==> config.mk <==
export PLATFORM = sky130hd
export DESIGN_NAME = neural_pipeline_sequencer
export DESIGN_NICKNAME = d
export VERILOG_FILES = /design/src/rtl/neural_pipeline_pkg.sv /design/src/rtl/neural_pipeline_sequencer_bin_holding_reg.sv /design/src/rtl/neural_pipeline_sequencer.sv
export SDC_FILE = /design/constraint.sdc
export NUM_CORES = 1
export LEC_CHECK = 0
export CAP_MARGIN = 10
export CORE_MARGIN = 2
export CORE_UTILIZATION = 60
export CTS_BUF_LIST = sky130_fd_sc_hd__clkbuf_8 sky130_fd_sc_hd__clkbuf_16
export DETAILED_ROUTE_END_ITERATION = 10
export HOLD_SLACK_MARGIN = 0.1
export PLACE_DENSITY = 0.89
export SKIP_LAST_GASP = 1
export SYNTH_ARGS = -nofsm -noshare
export SYNTH_HDL_FRONTEND = slang
export SYNTH_SLANG_ARGS = --single-unit
==> constraint.sdc <==
create_clock -name clk -period 4.9 [get_ports clk]
set_input_delay 0.49 -clock clk [delete_from_list [all_inputs] [get_ports clk]]
set_output_delay 0.49 -clock clk [all_outputs]
set_load 0.05 [all_outputs]
==> src/rtl/neural_pipeline_pkg.sv <==
// Shared definitions for the spike pipeline run-control sequencer:
// state encoding, default timing constants and the default bin count width.
package neural_pipeline_pkg;

    typedef enum logic [1:0] {
        IDLE   = 2'd0,
        WARMUP = 2'd1,
        RUN    = 2'd2,
        DRAIN  = 2'd3
    } state_e;

    localparam int STATE_W               = 2;
    localparam int DEFAULT_WARMUP_CYCLES = 150000;
    localparam int DEFAULT_BIN_CYCLES    = 1500;
    localparam int DEFAULT_CNT_W         = 16;

endpackage

==> src/rtl/neural_pipeline_sequencer_bin_holding_reg.sv <==
// Valid/ready holding register for closed bin counts. A newly closed bin
// always wins; overwriting an undelivered bin raises a sticky overrun flag
// that is only cleared when a new run is started.
module bin_holding_reg
    import neural_pipeline_pkg::*;
#(
    parameter int CNT_W = DEFAULT_CNT_W
) (
    input  logic             clk,
    input  logic             rst,
    input  logic             clear_overrun,
    input  logic             load,
    input  logic [CNT_W-1:0] load_data,
    input  logic             ready,
    output logic [CNT_W-1:0] data,
    output logic             valid,
    output logic             overrun
);

    // Capture bins, track delivery and flag bins lost to overwrite
    always_ff @(posedge clk) begin
        if (rst) begin
            data    <= '0;
            valid   <= 1'b0;
            overrun <= 1'b0;
        end else begin
            if (load) begin
                data  <= load_data;
                valid <= 1'b1;
            end else if (valid && ready) begin
                valid <= 1'b0;
            end

            if (clear_overrun) begin
                overrun <= 1'b0;
            end else if (load && valid && !ready) begin
                overrun <= 1'b1;
            end
        end
    end

endmodule

==> src/rtl/neural_pipeline_sequencer.sv <==
// Run-control sequencer for the single-channel spike pipeline: start/stop
// FSM, warm-up hold-off, fixed-length counting bins and hand-off of each
// closed bin count to the velocity decoder.
module neural_pipeline_sequencer
    import neural_pipeline_pkg::*;
#(
    parameter int WARMUP_CYCLES = DEFAULT_WARMUP_CYCLES,
    parameter int BIN_CYCLES    = DEFAULT_BIN_CYCLES,
    parameter int CNT_W         = DEFAULT_CNT_W
) (
    input  logic             clk,
    input  logic             rst,
    input  logic             start,
    input  logic             stop,
    input  logic             spike_in,
    output logic             spike_gated,
    output logic [CNT_W-1:0] bin_count,
    output logic             bin_valid,
    input  logic             bin_ready,
    output logic             overrun,
    output logic [1:0]       state,
    output logic             busy
);

    localparam logic [STATE_W-1:0] S_IDLE   = IDLE;
    localparam logic [STATE_W-1:0] S_WARMUP = WARMUP;
    localparam logic [STATE_W-1:0] S_RUN    = RUN;
    localparam logic [STATE_W-1:0] S_DRAIN  = DRAIN;

    // Warm-up counter may reach WARMUP_CYCLES, so size it for that value
    localparam int WARM_W  = $clog2(WARMUP_CYCLES + 1);
    localparam int TIMER_W = $clog2(BIN_CYCLES);

    localparam logic [WARM_W-1:0]  WARM_LAST  = WARM_W'(WARMUP_CYCLES - 1);
    localparam logic [TIMER_W-1:0] TIMER_LAST = TIMER_W'(BIN_CYCLES - 1);

    logic [STATE_W-1:0] state_q;
    logic [STATE_W-1:0] state_d;
    logic [WARM_W-1:0]  warm_cnt;
    logic [TIMER_W-1:0] bin_timer;
    logic [CNT_W-1:0]   acc;
    logic [CNT_W-1:0]   acc_inc;
    logic               counting;
    logic               close_bin;
    logic               start_run;

    assign counting  = (state_q == S_RUN) || (state_q == S_DRAIN);
    assign close_bin = counting && (bin_timer == TIMER_LAST);
    assign start_run = (state_q == S_IDLE) && start && !stop;
    assign acc_inc   = (spike_in && (acc != '1)) ? acc + CNT_W'(1) : acc;
    assign state     = state_q;

    // Next-state decode: stop overrides start, drain ends after its bin closes
    always_comb begin
        state_d = state_q;
        case (state_q)
            S_IDLE:   if (start_run) state_d = S_WARMUP;
            S_WARMUP: begin
                if (stop) begin
                    state_d = S_IDLE;
                end else if (warm_cnt == WARM_LAST) begin
                    state_d = S_RUN;
                end
            end
            S_RUN:    if (stop) state_d = S_RUN | S_DRAIN;
            S_DRAIN:  if (close_bin) state_d = S_IDLE;
            default:  state_d = S_IDLE;
        endcase
    end

    // State register plus registered busy flag and gated spike output
    always_ff @(posedge clk) begin
        if (rst) begin
            state_q     <= S_IDLE;
            busy        <= 1'b0;
            spike_gated <= 1'b0;
        end else begin
            state_q     <= state_d;
            busy        <= (state_d != S_IDLE);
            spike_gated <= spike_in && counting;
        end
    end

    // Warm-up counter, restarted whenever a new run begins
    always_ff @(posedge clk) begin
        if (rst || start_run) begin
            warm_cnt <= '0;
        end else if (state_q == S_WARMUP) begin
            warm_cnt <= warm_cnt + WARM_W'(1);
        end
    end

    // Bin timer: held at zero outside counting, wraps after each close
    always_ff @(posedge clk) begin
        if (rst || !counting || close_bin) begin
            bin_timer <= '0;
        end else begin
            bin_timer <= bin_timer + TIMER_W'(1);
        end
    end

    // Saturating spike accumulator, emptied into the holding register on close
    always_ff @(posedge clk) begin
        if (rst || start_run) begin
            acc <= '0;
        end else if (counting) begin
            acc <= close_bin ? '0 : acc_inc;
        end
    end

    bin_holding_reg #(
        .CNT_W(CNT_W)
    ) u_hold (
        .clk          (clk),
        .rst          (rst),
        .clear_overrun(start_run),
        .load         (close_bin),
        .load_data    (acc_inc),
        .ready        (bin_ready),
        .data         (bin_count),
        .valid        (bin_valid),
        .overrun      (overrun)
    );

endmodule

==> results of run 1 <==
==> stage by stage <==
step / instances / setup WS [ps] / utilization (%)
after floorplan: 366 / 2969 / -
after global placement: 450 / 2477 / 68.48
after detailed placement: 450 / 2412 / 68.48
after CTS: 465 / 2390 / 72.30
after global routing: 465 / 2101 / 72.30
final: 465 / 2366 / 72.30
==> cells in the mapped netlist, types with 2 or more instances <==
cell type	count
sky130_fd_sc_hd__buf_4	4
sky130_fd_sc_hd__buf_2	2
sky130_fd_sc_hd__and3_1	12
sky130_fd_sc_hd__a31oi_1	14
sky130_fd_sc_hd__nor2_1	51
sky130_fd_sc_hd__a41oi_1	3
sky130_fd_sc_hd__nand2_1	29
sky130_fd_sc_hd__a211oi_2	13
sky130_fd_sc_hd__nor3_1	3
sky130_fd_sc_hd__ha_1	3
sky130_fd_sc_hd__or3_1	9
sky130_fd_sc_hd__buf_1	2
sky130_fd_sc_hd__nor4_1	4
sky130_fd_sc_hd__nand3_1	20
sky130_fd_sc_hd__o21ai_0	6
sky130_fd_sc_hd__nor2_2	3
sky130_fd_sc_hd__clkbuf_1	3
sky130_fd_sc_hd__nor3_2	2
sky130_fd_sc_hd__and2_1	2
sky130_fd_sc_hd__xnor2_1	14
sky130_fd_sc_hd__buf_6	4
sky130_fd_sc_hd__nand2b_1	4
sky130_fd_sc_hd__xor2_1	24
sky130_fd_sc_hd__nand4_1	11
sky130_fd_sc_hd__dfxtp_1	67
sky130_fd_sc_hd__a21oi_1	16
sky130_fd_sc_hd__inv_1	8
sky130_fd_sc_hd__and4_1	3
==> state kept, by name (all words and copies together), names as in the netlist <==
register        count
u_hold.overrun      1
warm_cnt           18
u_hold.data        16
busy                1
u_hold.valid        1
spike_gated         1
bin_timer          11
state               2
acc                16
==> cells by family after synthesis <==
logic type,synth area share (%)
multiplexers,0.3065
flip-flops,41.07
adder cells (fa/ha/maj),1.150
XOR/XNOR,10.19
AO/OA/AOI/OAI,16.67
AND/OR/NAND/NOR,26.36
buffers and inverters,4.253
==> worst paths after layout <==
kind | startpoint | depth (start not counted) | slack [ps] | end
min | u_hold.data[2]$_SDFFE_PP0N_ | 2 | 450 | u_hold.data[2]$_SDFFE_PP0N_
min reg2reg | u_hold.data[2]$_SDFFE_PP0N_ | 2 | 450 | u_hold.data[2]$_SDFFE_PP0N_
max reg2reg | bin_timer[0]$_SDFF_PP0_ | 6 | 2370 | acc[7]$_SDFFE_PP0N_
max | bin_timer[0]$_SDFF_PP0_ | 6 | 2370 | acc[7]$_SDFFE_PP0N_
==> where the power goes <==
group | total [µW] | switching, µW | internal (µW) | leakage, µW
sequential | 549 | 2.51 | 546 | 0.000540
combinational | 33.5 | 22.1 | 11.4 | 0.000586
clock | 452 | 202 | 249 | 0.000105
==> layout by cell type, fill, tap and decap left out, types with 6 or more instances in the layout <==
master,count
sky130_fd_sc_hd__o21ai_0,6
sky130_fd_sc_hd__a21oi_1,16
sky130_fd_sc_hd__nand3_1,20
sky130_fd_sc_hd__a211oi_2,13
sky130_fd_sc_hd__inv_1,8
sky130_fd_sc_hd__nand4_1,11
sky130_fd_sc_hd__xnor2_1,14
sky130_fd_sc_hd__clkdlybuf4s50_1,27
sky130_fd_sc_hd__xor2_1,24
sky130_fd_sc_hd__or3_1,9
sky130_fd_sc_hd__a31oi_1,14
sky130_fd_sc_hd__clkbuf_8,14
sky130_fd_sc_hd__nand2_1,29
sky130_fd_sc_hd__and3_1,12
sky130_fd_sc_hd__dfxtp_1,67
sky130_fd_sc_hd__nor2_1,51
==> worst max-delay path: cells and delay by family, from the launching register on <==
kind | cells | cell delay (ps)
AO/OA/AOI/OAI | 3 | 1080
AND/OR/NAND/NOR | 2 | 700
flip-flops | 1 | 380
adder cells (fa/ha/maj) | 1 | 220
==> cell type report <==
type                            instances  area share, %
Clock buffer                           14          5.152
Clock inverter                          1         0.1338
Inverter                                8         0.8029
Multi-Input combinational cell        275          47.88
Sequential cell                        67          35.86
Tap cell                               70          2.342
Timing Repair Buffer                   30          7.829
==> per-layer routing <==
layer  up-vias  routed length (µm)  GRT usage [%]
met2        86                3332          39.31
met5         -                   0              0
met4         0                 165          13.57
met1      1287                3017          29.23
met3        18                 340          5.233
li1       1353                   -              -
==> flow_metrics.env, run 1 <==
export IMPL_cts_reportedPaths_clkPinSlew_ps=70
export IMPL_final_layout_size_suffix_gt1_share_pct=12.41
export IMPL_clock_tree_root_cell="sky130_fd_sc_hd__clkbuf_8"
export IMPL_grt_usage_pct=24.06
export IMPL_cts_inserted_buffers=9
export IMPL_io_buffers=27
export IMPL_synthesis_instances=366
export IMPL_die_area_mm2=0.006049
export IMPL_dp_hpwl_mm=4.610
export IMPL_coreArea_mm2=0.005172
export IMPL_nFillCells=386
export IMPL_detailedRoute_firstIterationViolations=187
export IMPL_top_reg_cell_synth="sky130_fd_sc_hd__dfxtp_1"
export IMPL_diodes=0
export IMPL_detail_route_wl_per_cell_um=14.75
export IMPL_setup_buffers_after_cts=0
export IMPL_clock_tree_buffer_depth=2
export IMPL_grt_pass1_wl_mm=11.56
export IMPL_max_freq_mhz=394.6
export IMPL_syn_cell_area_mm2=0.003266
export IMPL_critical_path_max_stage_delay_ps=710
export IMPL_worst_path_max_fanout=14
export IMPL_drt_first_pass_iters=5
export IMPL_ys_seq_elements=67
export IMPL_sequential_cell_area_mm2=0.001341
export IMPL_detail_route_drc_violations=0
export IMPL_die_x_um=77.78
export IMPL_outcome="complete, no violations"
export IMPL_rsz0062_at_grt="no"
export IMPL_synthDominantCellAreaShare_pct=41.07
export IMPL_criticalPathCategory="reg2reg"
export IMPL_path_cells="ha_1 > nand4b_1 > o31ai_2 > nor2_1 > a41oi_1 > a31oi_1"
export IMPL_synth_warning_count=0
export IMPL_dr_total_vias=2744
export IMPL_holdCritPathClass="reg2reg"
export IMPL_pin_count_of_the_biggest_net_entering_global_routing=33
export IMPL_synth_area_top_cells="sky130_fd_sc_hd__dfxtp_1, sky130_fd_sc_hd__xor2_1, sky130_fd_sc_hd__nor2_1, sky130_fd_sc_hd__a211oi_2, sky130_fd_sc_hd__xnor2_1"
export IMPL_postPlaceCellArea_mm2=0.003542
export IMPL_hold_violations=0
export IMPL_routed_wl_mm=6.857
export IMPL_max_slew_margin_rel_pct=37.04
export IMPL_setup_violations_final=0
export IMPL_finalWeightedCongestion=0.8735
export IMPL_tritoncts="built"
export IMPL_synth_yosys_seq_area_share_pct=41.07
export IMPL_antenna_found_initial=0
export IMPL_finalCriticalPeriod_ps=2534
export IMPL_yosys_area_top_type="sky130_fd_sc_hd__dfxtp_1"
export IMPL_critical_path_arrival_ps=2730
export IMPL_clock_network_latency_to_the_later_pin_of_the_worst_skew_pair_ps=350
export IMPL_ffs_w_async_s_r_synth_pct=0
export IMPL_num_io_pins=28
export IMPL_timing_max_transition_violations_final=0
export IMPL_final_area_mm2=0.003740
export IMPL_syn_num_nets=375
export IMPL_number_of_enable_flip_flop_cells_after_synthesis=0
export IMPL_post_layout_total_power_uw=1034
export IMPL_required_ps=5100
export IMPL_post_cts_resize_count=0
export IMPL_area_growth_synth_to_final_pct=14.52
export IMPL_detail_route_vias_per_cell=5.901
export IMPL_maxCapViolCount=0
export IMPL_critPathCaptureType="register"
export IMPL_number_of_global_route_vias_before_repair=2620
export IMPL_timing_clock_skew_ps=6.839
export IMPL_powerDensity_mw_per_mm2=276.4
export IMPL_std_cell_rows=26
export IMPL_htreeDepth=3
export IMPL_power_leakage_uw=0.001230
export IMPL_holdWs_ps=454.1
export IMPL_final_period_utilization_pct=51.72
export IMPL_cts_sinks=67
export IMPL_synth_cell_type_count=58
export IMPL_post_cts_hold_buffer_count=0
export IMPL_die_h_um=77.78
export IMPL_detail_route_antenna_nets=0
export IMPL_nets=400
export IMPL_total_congestion_overflow_after_global_routing=0
export IMPL_multiInputGateArea_mm2=0.001790
export IMPL_finalSetupTns_ps=0
export IMPL_vdd_ir_drop_max_mv=0.1720
export IMPL_startpoint_type="register"
export IMPL_initial_core_util_pct=63.13
export IMPL_syn_area_per_cell_um2=8.922
export IMPL_tightestPinTransition_ps=940.9
export IMPL_cp_slowest_cell="sky130_fd_sc_hd__o31ai_2"
No activity file was read; power rests on OpenSTA's default activity.
==> run 2: changes to the inputs <==
- CORE_UTILIZATION: 60 -> 52
- PLACE_DENSITY: 0.89 -> 0.83
- clock period: 4.9 -> 2.15 ns (I/O delays scaled with it)
==> run 2 against run 1 <==
  * Combinational power grew to 2.6 times the previous value
  * First-iteration DRC count grew 9.1%
  * Worst setup slack lost 2300 ps
  * Design area grew 4.5%
  * Wire length grew 4.6%
  * Worst hold slack gained 10 ps
  * Clock power grew 150%
  * Sequential share of layout area shrank 1.5 points
  * Critical endpoint is now state[1]
==> flow_metrics.env, run 2 (same netlist as run 1, synthesis figures left out) <==
export IMPL_cts_sinks=67
export IMPL_path_buf_inv=1
export IMPL_initial_core_util_pct=54.51
export IMPL_reg_to_reg_critical_path_endpoint="acc[15]$_SDFFE_PP0N_"
export IMPL_tightestPinTransition_ps=918.7
export IMPL_coreArea_mm2=0.005991
export IMPL_cts_inserted_buffers=9
export IMPL_largest_register="warm_cnt"
export IMPL_final_layout_size_suffix_gt1_share_pct=15.82
export IMPL_critPathCaptureType="output pin"
export IMPL_crit_cells=1
export IMPL_powerDensity_mw_per_mm2=624.9
export IMPL_r2r_cells=6
export IMPL_worstHoldStart="u_hold.data[2]$_SDFFE_PP0N_"
export IMPL_dp_cells=471
export IMPL_cts_reportedPaths_clkPinSlew_ps=70
export IMPL_ff2ff_setup_slack_ps=170
export IMPL_std_cell_rows=28
export IMPL_vdd_ir_drop_max_mv=0.5377
export IMPL_grt_pass1_wl_mm=12.21
export IMPL_clock_tree_buffer_depth=2
export IMPL_cp_slowest_cell="sky130_fd_sc_hd__clkdlybuf4s50_1"
export IMPL_holdCritPathClass="reg2reg"
export IMPL_die_x_um=83.25
export IMPL_io_buffers=27
export IMPL_pin_count_of_the_biggest_net_entering_global_routing=31
export IMPL_rsz0062_at_grt="no"
export IMPL_critical_path_top_delay_family="buffers and inverters"
export IMPL_clock_network_latency_to_the_later_pin_of_the_worst_skew_pair_ps=340
export IMPL_die_h_um=83.25
export IMPL_finalSetupTns_ps=0
export IMPL_timing_max_transition_violations_final=0
export IMPL_finalWeightedCongestion=0.8733
export IMPL_post_cts_hold_buffer_count=0
export IMPL_worst_path_max_fanout=13
export IMPL_detail_route_vias_per_cell=5.737
export IMPL_hold_violations=0
export IMPL_reg_largest_list="warm_cnt (18), acc (16), u_hold.data (16)"
export IMPL_mostFrequentLayoutCell="sky130_fd_sc_hd__dfxtp_1"
export IMPL_antenna_found_initial=0
export IMPL_largest_register_ffs=18
export IMPL_setup_buffers_after_cts=0
export IMPL_nets=416
export IMPL_detail_route_wl_per_cell_um=14.76
export IMPL_number_of_global_route_vias_before_repair=2675
export IMPL_clock_tree_root_cell="sky130_fd_sc_hd__clkbuf_8"
export IMPL_max_freq_mhz=479.0
export IMPL_path_cells="clkdlybuf4s50_1"
export IMPL_diodes=0
export IMPL_commonest_cells_after_routing_fill_and_taps_aside="sky130_fd_sc_hd__dfxtp_1, sky130_fd_sc_hd__nor2_1, sky130_fd_sc_hd__nand2_1, sky130_fd_sc_hd__clkdlybuf4s50_1, sky130_fd_sc_hd__xor2_1"
export IMPL_total_congestion_overflow_after_global_routing=0
export IMPL_detailedRoute_firstIterationViolations=204
export IMPL_worst_setup_path_endpoint="state[1]"
export IMPL_area_growth_synth_to_final_pct=19.69
export IMPL_routed_wl_mm=7.173
export IMPL_finalNonFillerCells=486
export IMPL_timing_clock_skew_ps=6.165
export IMPL_critical_path_arrival_ps=1870
export IMPL_power_leakage_uw=0.001325
export IMPL_startpoint_type="register"
export IMPL_die_area_mm2=0.006930
export IMPL_timing_critical_path_from="state[1]$_SDFF_PP0_"
export IMPL_drt_first_pass_iters=4
export IMPL_critical_path_max_stage_delay_ps=900
export IMPL_grt_usage_pct=21.51
export IMPL_maxCapViolCount=0
export IMPL_detail_route_antenna_nets=0
export IMPL_setup_violations_final=0
export IMPL_finalCriticalPeriod_ps=2088
export IMPL_outcome="complete, no violations"
export IMPL_detail_route_drc_violations=0
export IMPL_dp_hpwl_mm=5.083
export IMPL_required_ps=1930
export IMPL_num_io_pins=28
export IMPL_final_period_utilization_pct=97.10
export IMPL_htreeDepth=3
export IMPL_worstReg2RegStart="bin_timer[5]$_SDFF_PP0_"
export IMPL_max_slew_margin_rel_pct=38.39
export IMPL_tritoncts="built"
export IMPL_dr_total_vias=2788
export IMPL_criticalPathCategory="reg2out"
[run 2: changes by cell type in the layout (fill, tap and decap cells not counted), sizes merged]
cell,before,now
clkinv,1,0
clkbuf,14,13
bufinv,0,1
inv,8,9
buf,3,19
[run 2: what timing repair did]
action	CTS	global route
setup endpoints to repair	0	3
hold endpoints to repair	0	0
resized for setup	0	1
[run 2: per-stage QoR]
step                      setup WS, ps  cell area [µm²]  util (%)  total power [µW]  hold slack, ps
final                            62.25             3909     65.25              2443           464.0
after global routing             10.51             3909     65.25              2515           474.6
after CTS                        58.47             3906     65.20              2458           465.5
after detailed placement         117.6             3694     61.65              1364           452.2
after global placement           204.2             3694     61.65              1362           444.4
after floorplan                  219.2             3266         -              1324           367.5
[run 2: final cells by class]
cell class,count,area [µm²]
Fill cell,481,2082
Multi-Input combinational cell,275,1793
Sequential cell,67,1341
Timing Repair Buffer,46,437.9
Clock buffer,13,178.9
Tap cell,75,93.84
Clock inverter,2,33.78
Inverter,8,30.03
[run 2: per-layer routing]
| metal | share of wire [%] | up-vias | GRT usage (%) |
|---|---|---|---|
| met5 | 0 | - | 0 |
| met4 | 2.6 | 0 | 10.88 |
| met3 | 3.9 | 15 | 4.076 |
| met2 | 48 | 72 | 34.53 |
| met1 | 45 | 1313 | 27.53 |
| li1 | - | 1388 | - |
[run 2: how the worst min path moves through the flow]
stage                                        endpoint  depth (start not counted)
final                     u_hold.data[2]$_SDFFE_PP0N_                          2
after global routing      u_hold.data[2]$_SDFFE_PP0N_                          2
after CTS                 u_hold.data[2]$_SDFFE_PP0N_                          2
after detailed placement  u_hold.data[2]$_SDFFE_PP0N_                          2
after global placement        bin_timer[0]$_SDFF_PP0_                          1
after floorplan                spike_gated$_SDFF_PP0_                          1
[run 2: where the power goes]
group	switching, µW	internal (µW)	leakage, µW	total [µW]
clock	453	652	0.000113	1110
combinational	53.2	33.0	0.000672	86.2
sequential	5.82	1250	0.000540	1250
total	512	1930	0.00132	2440
